==> config.mk <==
export PLATFORM = sky130hd
export DESIGN_NAME = enigma_step_controller_flat
export DESIGN_NICKNAME = d
export VERILOG_FILES = /design/src/rtl/enigma_step_controller_if.sv /design/src/rtl/enigma_step_controller.sv /design/src/flat_wrapper.sv
export SDC_FILE = /design/constraint.sdc
export NUM_CORES = 1
export LEC_CHECK = 0
export ABC_AREA = 1
export CAP_MARGIN = 15
export CELL_PAD_IN_SITES_DETAIL_PLACEMENT = 2
export CELL_PAD_IN_SITES_GLOBAL_PLACEMENT = 2
export CORE_ASPECT_RATIO = 0.8
export CORE_MARGIN = 3
export CORE_UTILIZATION = 27
export DETAILED_ROUTE_END_ITERATION = 6
export GPL_ROUTABILITY_DRIVEN = 0
export GPL_TIMING_DRIVEN = 0
export PLACE_DENSITY = 0.86
export SLEW_MARGIN = 20
export SYNTH_ARGS = -nofsm -noshare
export SYNTH_HDL_FRONTEND = slang
export SYNTH_SLANG_ARGS = --single-unit
==> constraint.sdc <==
create_clock -name clock -period 2 [get_ports clock]
set_input_delay 0.4 -clock clock [delete_from_list [all_inputs] [get_ports clock]]
set_output_delay 0.4 -clock clock [all_outputs]
set_load 0.005 [all_outputs]
==> src/rtl/enigma_step_controller_if.sv <==
// Keyboard / datapath / display bundle for the Enigma step controller.
// master = environment (keyboard, datapath, config), slave = controller.
interface enigma_step_controller_if;
  logic [25:0] key_in;
  logic        key_ready;
  logic        cfg_load;
  logic [14:0] cfg_pos;
  logic [4:0]  pos_l;
  logic [4:0]  pos_m;
  logic [4:0]  pos_r;
  logic [4:0]  cipher_in;
  logic        cipher_valid;
  logic [4:0]  cipher_out;
  logic [4:0]  out_letter;
  logic        out_valid;
  logic        out_err;
  logic        busy;
  logic [15:0] char_count;

  modport master (
    output key_in, key_ready, cfg_load, cfg_pos, cipher_out,
    input  pos_l, pos_m, pos_r, cipher_in, cipher_valid,
           out_letter, out_valid, out_err, busy, char_count
  );

  modport slave (
    input  key_in, key_ready, cfg_load, cfg_pos, cipher_out,
    output pos_l, pos_m, pos_r, cipher_in, cipher_valid,
           out_letter, out_valid, out_err, busy, char_count
  );
endinterface

==> src/rtl/enigma_step_controller.sv <==
// Enigma sequencing controller: detects key presses, steps the three rotors
// (odometer carry plus middle-rotor double step), holds the letter on the
// datapath for SETTLE cycles, then captures the result and strobes it out.
// SETTLE must lie in 1..15 (4-bit settle counter).
module enigma_step_controller #(
  parameter int NOTCH_R = 16,
  parameter int NOTCH_M = 4,
  parameter int SETTLE  = 2
) (
  input  logic                      clock,
  input  logic                      reset,
  enigma_step_controller_if.slave   bus
);

  localparam logic [4:0] NOTCH_R_L   = 5'(NOTCH_R);
  localparam logic [4:0] NOTCH_M_L   = 5'(NOTCH_M);
  localparam logic [3:0] SETTLE_LAST = 4'(SETTLE - 1);

  typedef enum logic [2:0] {
    S_IDLE, S_STEP, S_SETTLE, S_CAPTURE, S_WAIT_RELEASE
  } state_t;

  state_t      state_q, state_d;
  logic        key_prev_q, key_prev_d;
  logic [4:0]  pos_l_q, pos_l_d;
  logic [4:0]  pos_m_q, pos_m_d;
  logic [4:0]  pos_r_q, pos_r_d;
  logic [4:0]  cipher_in_q, cipher_in_d;
  logic [3:0]  settle_cnt_q, settle_cnt_d;
  logic [4:0]  out_letter_q, out_letter_d;
  logic        out_valid_q, out_valid_d;
  logic        out_err_q, out_err_d;
  logic [15:0] char_count_q, char_count_d;

  logic        key_onehot;
  logic        key_valid;
  logic        key_event;
  logic [4:0]  letter_idx;
  logic        busy_o;
  logic        cipher_valid_o;

  // Advance a rotor position modulo 26.
  function automatic logic [4:0] inc26(input logic [4:0] v);
    return (v >= 5'd25) ? 5'd0 : v + 5'd1;
  endfunction

  // Out-of-range configured positions fall back to 0.
  function automatic logic [4:0] clamp26(input logic [4:0] v);
    return (v > 5'd25) ? 5'd0 : v;
  endfunction

  assign key_onehot = (bus.key_in != 26'd0) &&
                      ((bus.key_in & (bus.key_in - 26'd1)) == 26'd0);
  assign key_valid  = bus.key_ready & key_onehot;
  // key_prev resets high so a key held across reset is not a new press.
  assign key_event  = key_valid & ~key_prev_q;

  // One-hot to binary letter index; only used when key_in is one-hot.
  always_comb begin
    letter_idx = 5'd0;
    for (int i = 0; i < 26; i++) begin
      if (bus.key_in[i]) letter_idx = letter_idx | 5'(i);
    end
  end

  // FSM state register.
  always_ff @(posedge clock or posedge reset) begin
    if (reset) state_q <= S_IDLE;
    else       state_q <= state_d;
  end

  // FSM next-state logic.
  always_comb begin
    state_d = state_q;
    case (state_q)
      S_IDLE: begin
        if (bus.cfg_load)   state_d = S_WAIT_RELEASE;
        else if (key_event) state_d = S_STEP;
      end
      S_STEP:    state_d = S_SETTLE;
      S_SETTLE:  if (settle_cnt_q == SETTLE_LAST) state_d = S_CAPTURE;
      S_CAPTURE: state_d = S_WAIT_RELEASE;
      S_WAIT_RELEASE: if (!key_valid) state_d = S_IDLE;
      default:   state_d = S_IDLE;
    endcase
  end

  // FSM outputs decoded from the current state.
  always_comb begin
    busy_o         = (state_q != S_IDLE);
    cipher_valid_o = (state_q == S_SETTLE) || (state_q == S_CAPTURE);
  end

  // Next values of rotor positions, latched letter, counters and result.
  always_comb begin
    key_prev_d   = key_valid;
    pos_l_d      = pos_l_q;
    pos_m_d      = pos_m_q;
    pos_r_d      = pos_r_q;
    cipher_in_d  = cipher_in_q;
    settle_cnt_d = settle_cnt_q;
    out_letter_d = out_letter_q;
    out_valid_d  = 1'b0;
    out_err_d    = out_err_q;
    char_count_d = char_count_q;
    case (state_q)
      S_IDLE: begin
        if (bus.cfg_load) begin
          // Configuration wins; a simultaneous press is dropped.
          pos_l_d = clamp26(bus.cfg_pos[14:10]);
          pos_m_d = clamp26(bus.cfg_pos[9:5]);
          pos_r_d = clamp26(bus.cfg_pos[4:0]);
        end else if (key_event) begin
          cipher_in_d = letter_idx;
        end
      end
      S_STEP: begin
        // All step decisions use the pre-step positions.
        pos_r_d = inc26(pos_r_q);
        if ((pos_r_q == NOTCH_R_L) || (pos_m_q == NOTCH_M_L))
          pos_m_d = inc26(pos_m_q);
        if (pos_m_q == NOTCH_M_L)
          pos_l_d = inc26(pos_l_q);
        settle_cnt_d = 4'd0;
      end
      S_SETTLE: settle_cnt_d = settle_cnt_q + 4'd1;
      S_CAPTURE: begin
        out_letter_d = bus.cipher_out;
        out_valid_d  = 1'b1;
        if (char_count_q != 16'hFFFF) char_count_d = char_count_q + 16'd1;
        if (bus.cipher_out > 5'd25)   out_err_d    = 1'b1;
      end
      default: ;
    endcase
  end

  // Datapath registers.
  always_ff @(posedge clock or posedge reset) begin
    if (reset) begin
      key_prev_q   <= 1'b1;
      pos_l_q      <= 5'd0;
      pos_m_q      <= 5'd0;
      pos_r_q      <= 5'd0;
      cipher_in_q  <= 5'd0;
      settle_cnt_q <= 4'd0;
      out_letter_q <= 5'd0;
      out_valid_q  <= 1'b0;
      out_err_q    <= 1'b0;
      char_count_q <= 16'd0;
    end else begin
      key_prev_q   <= key_prev_d;
      pos_l_q      <= pos_l_d;
      pos_m_q      <= pos_m_d;
      pos_r_q      <= pos_r_d;
      cipher_in_q  <= cipher_in_d;
      settle_cnt_q <= settle_cnt_d;
      out_letter_q <= out_letter_d;
      out_valid_q  <= out_valid_d;
      out_err_q    <= out_err_d;
      char_count_q <= char_count_d;
    end
  end

  assign bus.pos_l        = pos_l_q;
  assign bus.pos_m        = pos_m_q;
  assign bus.pos_r        = pos_r_q;
  assign bus.cipher_in    = cipher_in_q;
  assign bus.cipher_valid = cipher_valid_o;
  assign bus.out_letter   = out_letter_q;
  assign bus.out_valid    = out_valid_q;
  assign bus.out_err      = out_err_q;
  assign bus.busy         = busy_o;
  assign bus.char_count   = char_count_q;

endmodule

==> src/flat_wrapper.sv <==
// flat-port wrapper written by rule: the top's interface ports become plain ports
module enigma_step_controller_flat 
#(
  parameter int NOTCH_R = 16,
  parameter int NOTCH_M = 4,
  parameter int SETTLE  = 2
)
  (clock, reset, bus_key_in, bus_key_ready, bus_cfg_load, bus_cfg_pos, bus_cipher_out, bus_pos_l, bus_pos_m, bus_pos_r, bus_cipher_in, bus_cipher_valid, bus_out_letter, bus_out_valid, bus_out_err, bus_busy, bus_char_count);
  enigma_step_controller_if bus_i ();
  input  logic clock;
  input  logic reset;
  input wire logic [$bits(bus_i.key_in)-1:0] bus_key_in;
  input wire logic [$bits(bus_i.key_ready)-1:0] bus_key_ready;
  input wire logic [$bits(bus_i.cfg_load)-1:0] bus_cfg_load;
  input wire logic [$bits(bus_i.cfg_pos)-1:0] bus_cfg_pos;
  input wire logic [$bits(bus_i.cipher_out)-1:0] bus_cipher_out;
  output wire logic [$bits(bus_i.pos_l)-1:0] bus_pos_l;
  output wire logic [$bits(bus_i.pos_m)-1:0] bus_pos_m;
  output wire logic [$bits(bus_i.pos_r)-1:0] bus_pos_r;
  output wire logic [$bits(bus_i.cipher_in)-1:0] bus_cipher_in;
  output wire logic [$bits(bus_i.cipher_valid)-1:0] bus_cipher_valid;
  output wire logic [$bits(bus_i.out_letter)-1:0] bus_out_letter;
  output wire logic [$bits(bus_i.out_valid)-1:0] bus_out_valid;
  output wire logic [$bits(bus_i.out_err)-1:0] bus_out_err;
  output wire logic [$bits(bus_i.busy)-1:0] bus_busy;
  output wire logic [$bits(bus_i.char_count)-1:0] bus_char_count;
  assign bus_i.key_in = bus_key_in;
  assign bus_i.key_ready = bus_key_ready;
  assign bus_i.cfg_load = bus_cfg_load;
  assign bus_i.cfg_pos = bus_cfg_pos;
  assign bus_i.cipher_out = bus_cipher_out;
  assign bus_pos_l = bus_i.pos_l;
  assign bus_pos_m = bus_i.pos_m;
  assign bus_pos_r = bus_i.pos_r;
  assign bus_cipher_in = bus_i.cipher_in;
  assign bus_cipher_valid = bus_i.cipher_valid;
  assign bus_out_letter = bus_i.out_letter;
  assign bus_out_valid = bus_i.out_valid;
  assign bus_out_err = bus_i.out_err;
  assign bus_busy = bus_i.busy;
  assign bus_char_count = bus_i.char_count;
  enigma_step_controller #(.NOTCH_R(NOTCH_R), .NOTCH_M(NOTCH_M), .SETTLE(SETTLE)) u_core (.clock(clock), .reset(reset), .bus(bus_i));
endmodule
==> reports/qor.yml, run 1 <==
hp-class: "reg -> reg"
fp.dieW_microns: 132
avgSynthCellArea_sq_um: 7.31
synth_area_sq_um: 3410
violations: "negative setup slack"
fin_ws_ns: -0.0494
grt_pass1_wl_mm: 21.9
diodes: 0
fill_cells: 1427
io_pins: 95
vdd_drop_max_mv: 0.401
nets: 652
core_area_sq_um: 12300
hold_path_depth: 1
worstSetupPathType: "in -> reg"
floorplan.die.height_microns: 107
reg2regPathDepth: 11
worstPathMaxFanout: 5
htreeDepth: 2
clkSinkCount: 51
synth_most_common_cell: "nand2_1"
grt_pass1_vias: 4253
ant_nets: 0
skew_ns: 0.00451
dieArea_sq_um: 14000
postCtsHoldBufs: 0
synth_common_cells: "nand2_1, nor2_1, dfrtp_1, inv_1, nand3_1"
syn_nets: 528
gr-total-overflow: 0
rsz0062_at_grt: "true"
synth_flop_cell: "dfrtp_1"
clockRootBuffer: "clkbuf_16"
required_ns: 2.18
start_util: 0.279
relSlewSlack: 0.552
grt_max_degree: 52
antenna_found_initial: 0
tns_ns: -0.217
worst_pin_slew_ns: 0.672
r2r_start: "u_core.bus.char_count[0]$_DFFE_PP0P_"
area_growth_pct: 47.3
drc: 0
layout-drive-gt1-share: 0.216
timing.hold.ws_ns: 0.487
clock_path_buffers: 2
drtIter0Drc: 134
cp.arrival_ns: 2.23
track_usage: 0.190
report.final.hold_viol_count: 0
min_period_over_period: 1.02
synth.distinct_cells: 39
p_leak_nw: 2.32
start_kind: "input pin"
regArea_sq_um: 1280
ys_warn_count: 0
via_count: 3708
setup_violations: 6
yosys_register_bits: 51
ys_seq_area_frac: 0.374
dr.pass1.iters: 4
viasPerCell: 4.86
synthCells: 467
setup.worst_path.end_class: "flip-flop"
power.density_nw_per_um2: 1000
multi_input_area_sq_um: 2150
finalWirelength_mm: 14.1
synth-async-reset-ratio: 1.00
rows: 36
pre_cts_ws_ns: -0.651
ff2ff_setup_slack_ns: 0.16
clk_latency_ns: 0.30
wl_met3_microns: 650
synth_top_area_frac: 0.366
report.final.slew_viol_count: 0
wl_per_cell_microns: 18.4
period_minus_slack_ns: 2.05
timing.rr.end: "u_core.bus.char_count[15]$_DFFE_PP0P_"
min-delay-start: "u_core.bus.out_err$_DFFE_PP0P_"
status: "finished, violations left"
cts_tree: "yes"
synth_edf_count: 0
fmax_mhz: 488
wl_met1_mm: 5.92
io_buffers: 94
dr_wl_met2_mm: 7.35
cts_made_buffers: 5
yosysTopAreaCell: "dfrtp_1"
synthTopCellsByArea: "dfrtp_1, nand2_1, nor2_1, inv_1, nand3_1"
hpwlAfterDp_mm: 10.0
clk_pin_slew_ns: 0.07
cap_violations: 0
holdPathEnd: "u_core.bus.out_err$_DFFE_PP0P_"
highest_layer: "met4"
[critical path: stages]
cell	delay, ns
dlygate4sd2_1	0.30
nor2_4	0.17
nand2_2	0.10
nor2_1	0.19
nand2_1	0.11
nand2_1	0.11
nand3_1	0.13
nor2_2	0.16
nand2_2	0.10
nor2_8	0.18
nand3_4	0.12
nand2_1	0.09
o21ai_1	0.06
[flip-flops by register name (all words and copies together), names as in the netlist]
| name | flops |
|---|---|
| u_core.key_prev_q | 1 |
| u_core.bus.out_valid | 1 |
| u_core.bus.out_letter | 5 |
| u_core.bus.pos_m | 5 |
| u_core.bus.pos_r | 5 |
| u_core.settle_cnt_q | 4 |
| u_core.bus.cipher_in | 5 |
| u_core.bus.out_err | 1 |
| u_core.bus.char_count | 16 |
| u_core.bus.pos_l | 5 |
| u_core.state_q | 3 |
[cell families (layout without fill, tap and decap cells)]
| family | count (synthesis) | in the layout | share of synthesized area |
|---|---|---|---|
| muxes | 2 | 2 | 0.00623 |
| adders and majority gates | 11 | 11 | 0.0403 |
| AOI/OAI and AO/OA | 47 | 47 | 0.0843 |
| and+or+nand+nor | 278 | 280 | 0.377 |
| xor gates and xnor gates | 22 | 22 | 0.0564 |
| DFF | 51 | 51 | 0.374 |
| buffers and inverters | 56 | 179 | 0.0619 |
[power breakdown]
part	switching [mW]	total, mW	internal, mW
Clock	0.419	0.890	0.471
Sequential	0.370	1.71	1.34
Combinational	1.32	2.43	1.12
Total	2.11	5.03	2.92
[per-layer routing]
| layer | track usage | vias to the layer above |
|---|---|---|
| met3 | 0.0441 | 13 |
| met4 | 0.0315 | 0 |
| met5 | 0 | - |
| li1 | - | 1762 |
| met2 | 0.346 | 76 |
| met1 | 0.234 | 1857 |
[layout make-up]
cell class	instances	share of cell area
Multi-Input combinational cell	362	0.427
Sequential cell	51	0.254
Timing Repair Buffer	115	0.204
Tap cell	171	0.0425
Inverter	55	0.0418
Clock buffer	6	0.0256
Clock inverter	2	0.00348
Buffer	1	0.000995
[layout by cell type (no fill, tap or decap), types with 9 or more instances in the layout]
| cell type | instances |
|---|---|
| nor2_2 | 27 |
| o21ai_0 | 14 |
| xor2_1 | 17 |
| nor2_4 | 19 |
| nand2_2 | 15 |
| nand3_1 | 32 |
| dlygate4sd2_1 | 10 |
| dfrtp_1 | 50 |
| clkdlybuf4s50_1 | 68 |
| nand2_1 | 115 |
| ha_1 | 10 |
| clkbuf_2 | 14 |
| buf_4 | 21 |
| nor2_1 | 34 |
| nor3_1 | 9 |
| inv_1 | 49 |
[timing repair]
action | CTS | global route
cloned | 1 | 1
pin swaps | 13 | 34
buffers inserted | 9 | 12
resized for setup | 51 | 67
endpoints found under the hold margin | 0 | 0
setup endpoints to repair | 18 | 20
[stage by stage]
step | power [mW] | util | cell area (sq um) | std cells
floorplan | 2.83 | - | 3410 | 467
global placement | 3.80 | 0.373 | 4570 | 732
detailed placement | 3.98 | 0.373 | 4570 | 732
CTS | 4.94 | 0.397 | 4860 | 750
global route | 5.46 | 0.411 | 5030 | 763
finish | 5.03 | 0.411 | 5030 | 763
[how the worst max path moves through the flow]
stage	slack [ns]	start	endpoint	cells past startpoint
after floorplan	0.25	u_core.bus.char_count[0]$_DFFE_PP0P_	u_core.bus.char_count[15]$_DFFE_PP0P_	11
after global placement	-0.77	reset	u_core.bus.pos_l[2]$_DFFE_PP0P_	2
after detailed placement	-0.65	bus_key_in[14]	u_core.bus.cipher_in[4]$_DFFE_PP0P_	13
after CTS	-0.001	bus_key_in[23]	u_core.bus.cipher_in[2]$_DFFE_PP0P_	11
after global routing	-0.16	bus_key_in[10]	u_core.state_q[0]$_DFFE_PP0P_	15
final	-0.05	bus_key_in[10]	u_core.bus.cipher_in[2]$_DFFE_PP0P_	13
(Power assumes the default switching activity.)
==> run 2: changes to the inputs <==
--- a/config.mk
+++ b/config.mk
@@ -20,3 +20,4 @@
 export SYNTH_ARGS = -nofsm -noshare
 export SYNTH_HDL_FRONTEND = slang
 export SYNTH_SLANG_ARGS = --single-unit
+export TNS_END_PERCENT = 20
==> constraint.sdc (replaced) <==
create_clock -name clock -period 1.95 [get_ports clock]
set_input_delay 0.39 -clock clock [delete_from_list [all_inputs] [get_ports clock]]
set_output_delay 0.39 -clock clock [all_outputs]
set_load 0.005 [all_outputs]
==> reports/qor.yml, run 2 (synthesis gave the netlist of run 1 again) <==
status: "finished, violations left"  # unchanged
violations: "negative setup slack"  # unchanged
fin_ws_ns: -0.0193  # was -0.0494 ns
core_area_sq_um: 12300  # unchanged
multi_input_area_sq_um: 2220  # was 2150 sq um
critical_path.max_stage_delay_ns: 0.42  # was 0.30 ns
final_cell_mix: "nand2_1, clkdlybuf4s50_1, dfrtp_1"  # unchanged
hp-class: "reg -> reg"  # unchanged
fill_cells: 1411  # was 1427
track_usage: 0.191  # was 0.190
largest_register_ffs: 16  # unchanged
busiest_layer: "met2"  # unchanged
crit_top_cell: "nor2_2"  # was nand2_1
cp.arrival_ns: 1.58  # was 2.23 ns
clkSinkCount: 51  # unchanged
fmax_mhz: 508
cap_violations: 0  # unchanged
clk_pin_slew_ns: 0.07  # about the same
relSlewSlack: 0.551  # was 0.552
diodes: 0  # unchanged
clk_latency_ns: 0.30  # about the same
regArea_sq_um: 1280  # unchanged
htreeDepth: 2  # unchanged
rows: 36  # unchanged
drc: 0  # unchanged
start_kind: "flip-flop"  # was input pin
postCtsHoldBufs: 0  # unchanged
required_ns: 1.56  # was 2.18 ns
nets: 654  # was 652
via_count: 3777  # was 3708
setup.worst_path.end_class: "output port"  # was flip-flop
tns_ns: -0.0193  # was -0.217 ns
layout-drive-gt1-share: 0.256  # was 0.216
fin_util: 0.415  # was 0.411
hpwlAfterDp_mm: 10.0  # unchanged
critPathSlowestCell: "dfrtp_1"  # was dlygate4sd2_1
vdd_drop_max_mv: 0.399  # was 0.401 mV
crit_chain: "nor2_2, inv_1, nor2_2, inv_2, dlygate4sd2_1"  # was dlygate4sd2_1, nor2_4, nand2_2, nor2_1, nand2_1, nand2_1, nand3_1, nor2_2, nand2_2, nor2_8, nand3_4, nand2_1, o21ai_1
gr-total-overflow: 0  # unchanged
met3_usage: 0.0488  # was 0.0441
rsz0062_at_grt: "true"  # unchanged
start_util: 0.279  # unchanged
finalWirelength_mm: 14.6  # was 14.1 mm
antenna_found_initial: 0  # unchanged
min_period_over_period: 1.01
report.final.slew_viol_count: 0  # unchanged
grt_max_degree: 52  # unchanged
grt_pass1_vias: 4269  # was 4253
clock_path_buffers: 2  # unchanged
final_common_cell: "nand2_1"  # unchanged
clockRootBuffer: "clkbuf_16"  # unchanged
worstSetupPathType: "reg -> out"  # was in -> reg
fp.dieW_microns: 132  # unchanged
skew_ns: 0.00391  # was 0.00451 ns
wl_per_cell_microns: 19.1  # was 18.4 microns
worst_pin_slew_ns: 0.673  # was 0.672 ns
floorplan.die.height_microns: 107  # unchanged
grtUsageMet2: 0.344  # was 0.346
area_growth_pct: 48.9  # was 47.3%
p_leak_nw: 2.35  # was 2.32 nW
dr.pass1.iters: 4  # unchanged
ant_nets: 0  # unchanged
dieArea_sq_um: 14000  # unchanged
cts_tree: "yes"  # unchanged
cts_made_buffers: 5  # unchanged
report.final.hold_viol_count: 0  # unchanged
io_buffers: 94  # unchanged
drtIter0Drc: 114  # was 134
grt_pass1_wl_mm: 22.1  # was 21.9 mm
period_minus_slack_ns: 1.97
use_met1: 0.235  # was 0.234
viasPerCell: 4.94  # was 4.86
setup_violations: 1  # was 6
io_pins: 95  # unchanged
power.density_nw_per_um2: 1020  # was 1000 nW/um^2
worstPathMaxFanout: 3  # was 5
-- run 2: worst max-delay path: cells and delay by family, from the launching register on --
kind | cells | cell delay, ns
buffers and inverters | 3 | 0.50
flip-flops | 1 | 0.42
AND/OR/NAND/NOR | 2 | 0.36
-- run 2: area by class of cell --
type	count	share of cell area
clock inverter	2	0.00345
buffer	1	0.000984
sequential	51	0.251
timing repair buffer	117	0.199
tap	171	0.0421
multi-input combinational	362	0.437
clock buffer	6	0.0254
inverter	55	0.0413
-- run 2: per-stage QoR --
step	cells	setup WS, ns	power, mW	instance area, sq um	hold slack (ns)
6_report	765	-0.0193	5.21	5080	0.487
5_1_grt	765	-0.0931	5.63	5080	0.520
4_1_cts	753	-0.0398	5.07	4890	0.495
3_5_place_dp	732	-0.691	4.08	4570	0.468
3_3_place_gp	732	-0.810	3.90	4570	0.462
2_1_floorplan	467	0.201	2.90	3410	0.459
-- run 2: final timing paths --
| check | start | to | slack, ns | depth (start not counted) |
|---|---|---|---|---|
| worst max-delay path | u_core.state_q[2]$_DFFE_PP0P_ | bus_busy | -0.02 | 5 |
| worst min-delay path | u_core.bus.out_err$_DFFE_PP0P_ | u_core.bus.out_err$_DFFE_PP0P_ | 0.49 | 1 |
| worst max register to register | u_core.state_q[2]$_DFFE_PP0P_ | u_core.bus.pos_m[1]$_DFFE_PP0P_ | 0.09 | 11 |
| worst min register to register | u_core.bus.out_err$_DFFE_PP0P_ | u_core.bus.out_err$_DFFE_PP0P_ | 0.49 | 1 |
| max in group asynchronous | reset | u_core.bus.pos_l[1]$_DFFE_PP0P_ | 0.95 | 2 |
| min in group asynchronous | reset | u_core.bus.out_letter[2]$_DFFE_PP0P_ | 0.53 | 2 |
-- run 2: repair_timing --
action                                  4_1_cts  5_1_grt
setup buffers                                12       11
pin swaps                                    20       48
gates resized for setup                      55      104
endpoints found under the setup margin       24       21
cloned                                        1        1
-- run 2: power by group --
part	total (mW)	internal, mW	switching (mW)
clock	0.919	0.483	0.436
sequential	1.75	1.37	0.384
combinational	2.53	1.15	1.39
total	5.21	3.00	2.21
-- run 2: per-layer routing --
layer	vias to the layer above	wire, microns	part of all wire
met5	-	0	0
met4	0	157	0.011
met3	17	582	0.040
met2	72	7610	0.52
met1	1917	6300	0.43
li1	1771	-	-
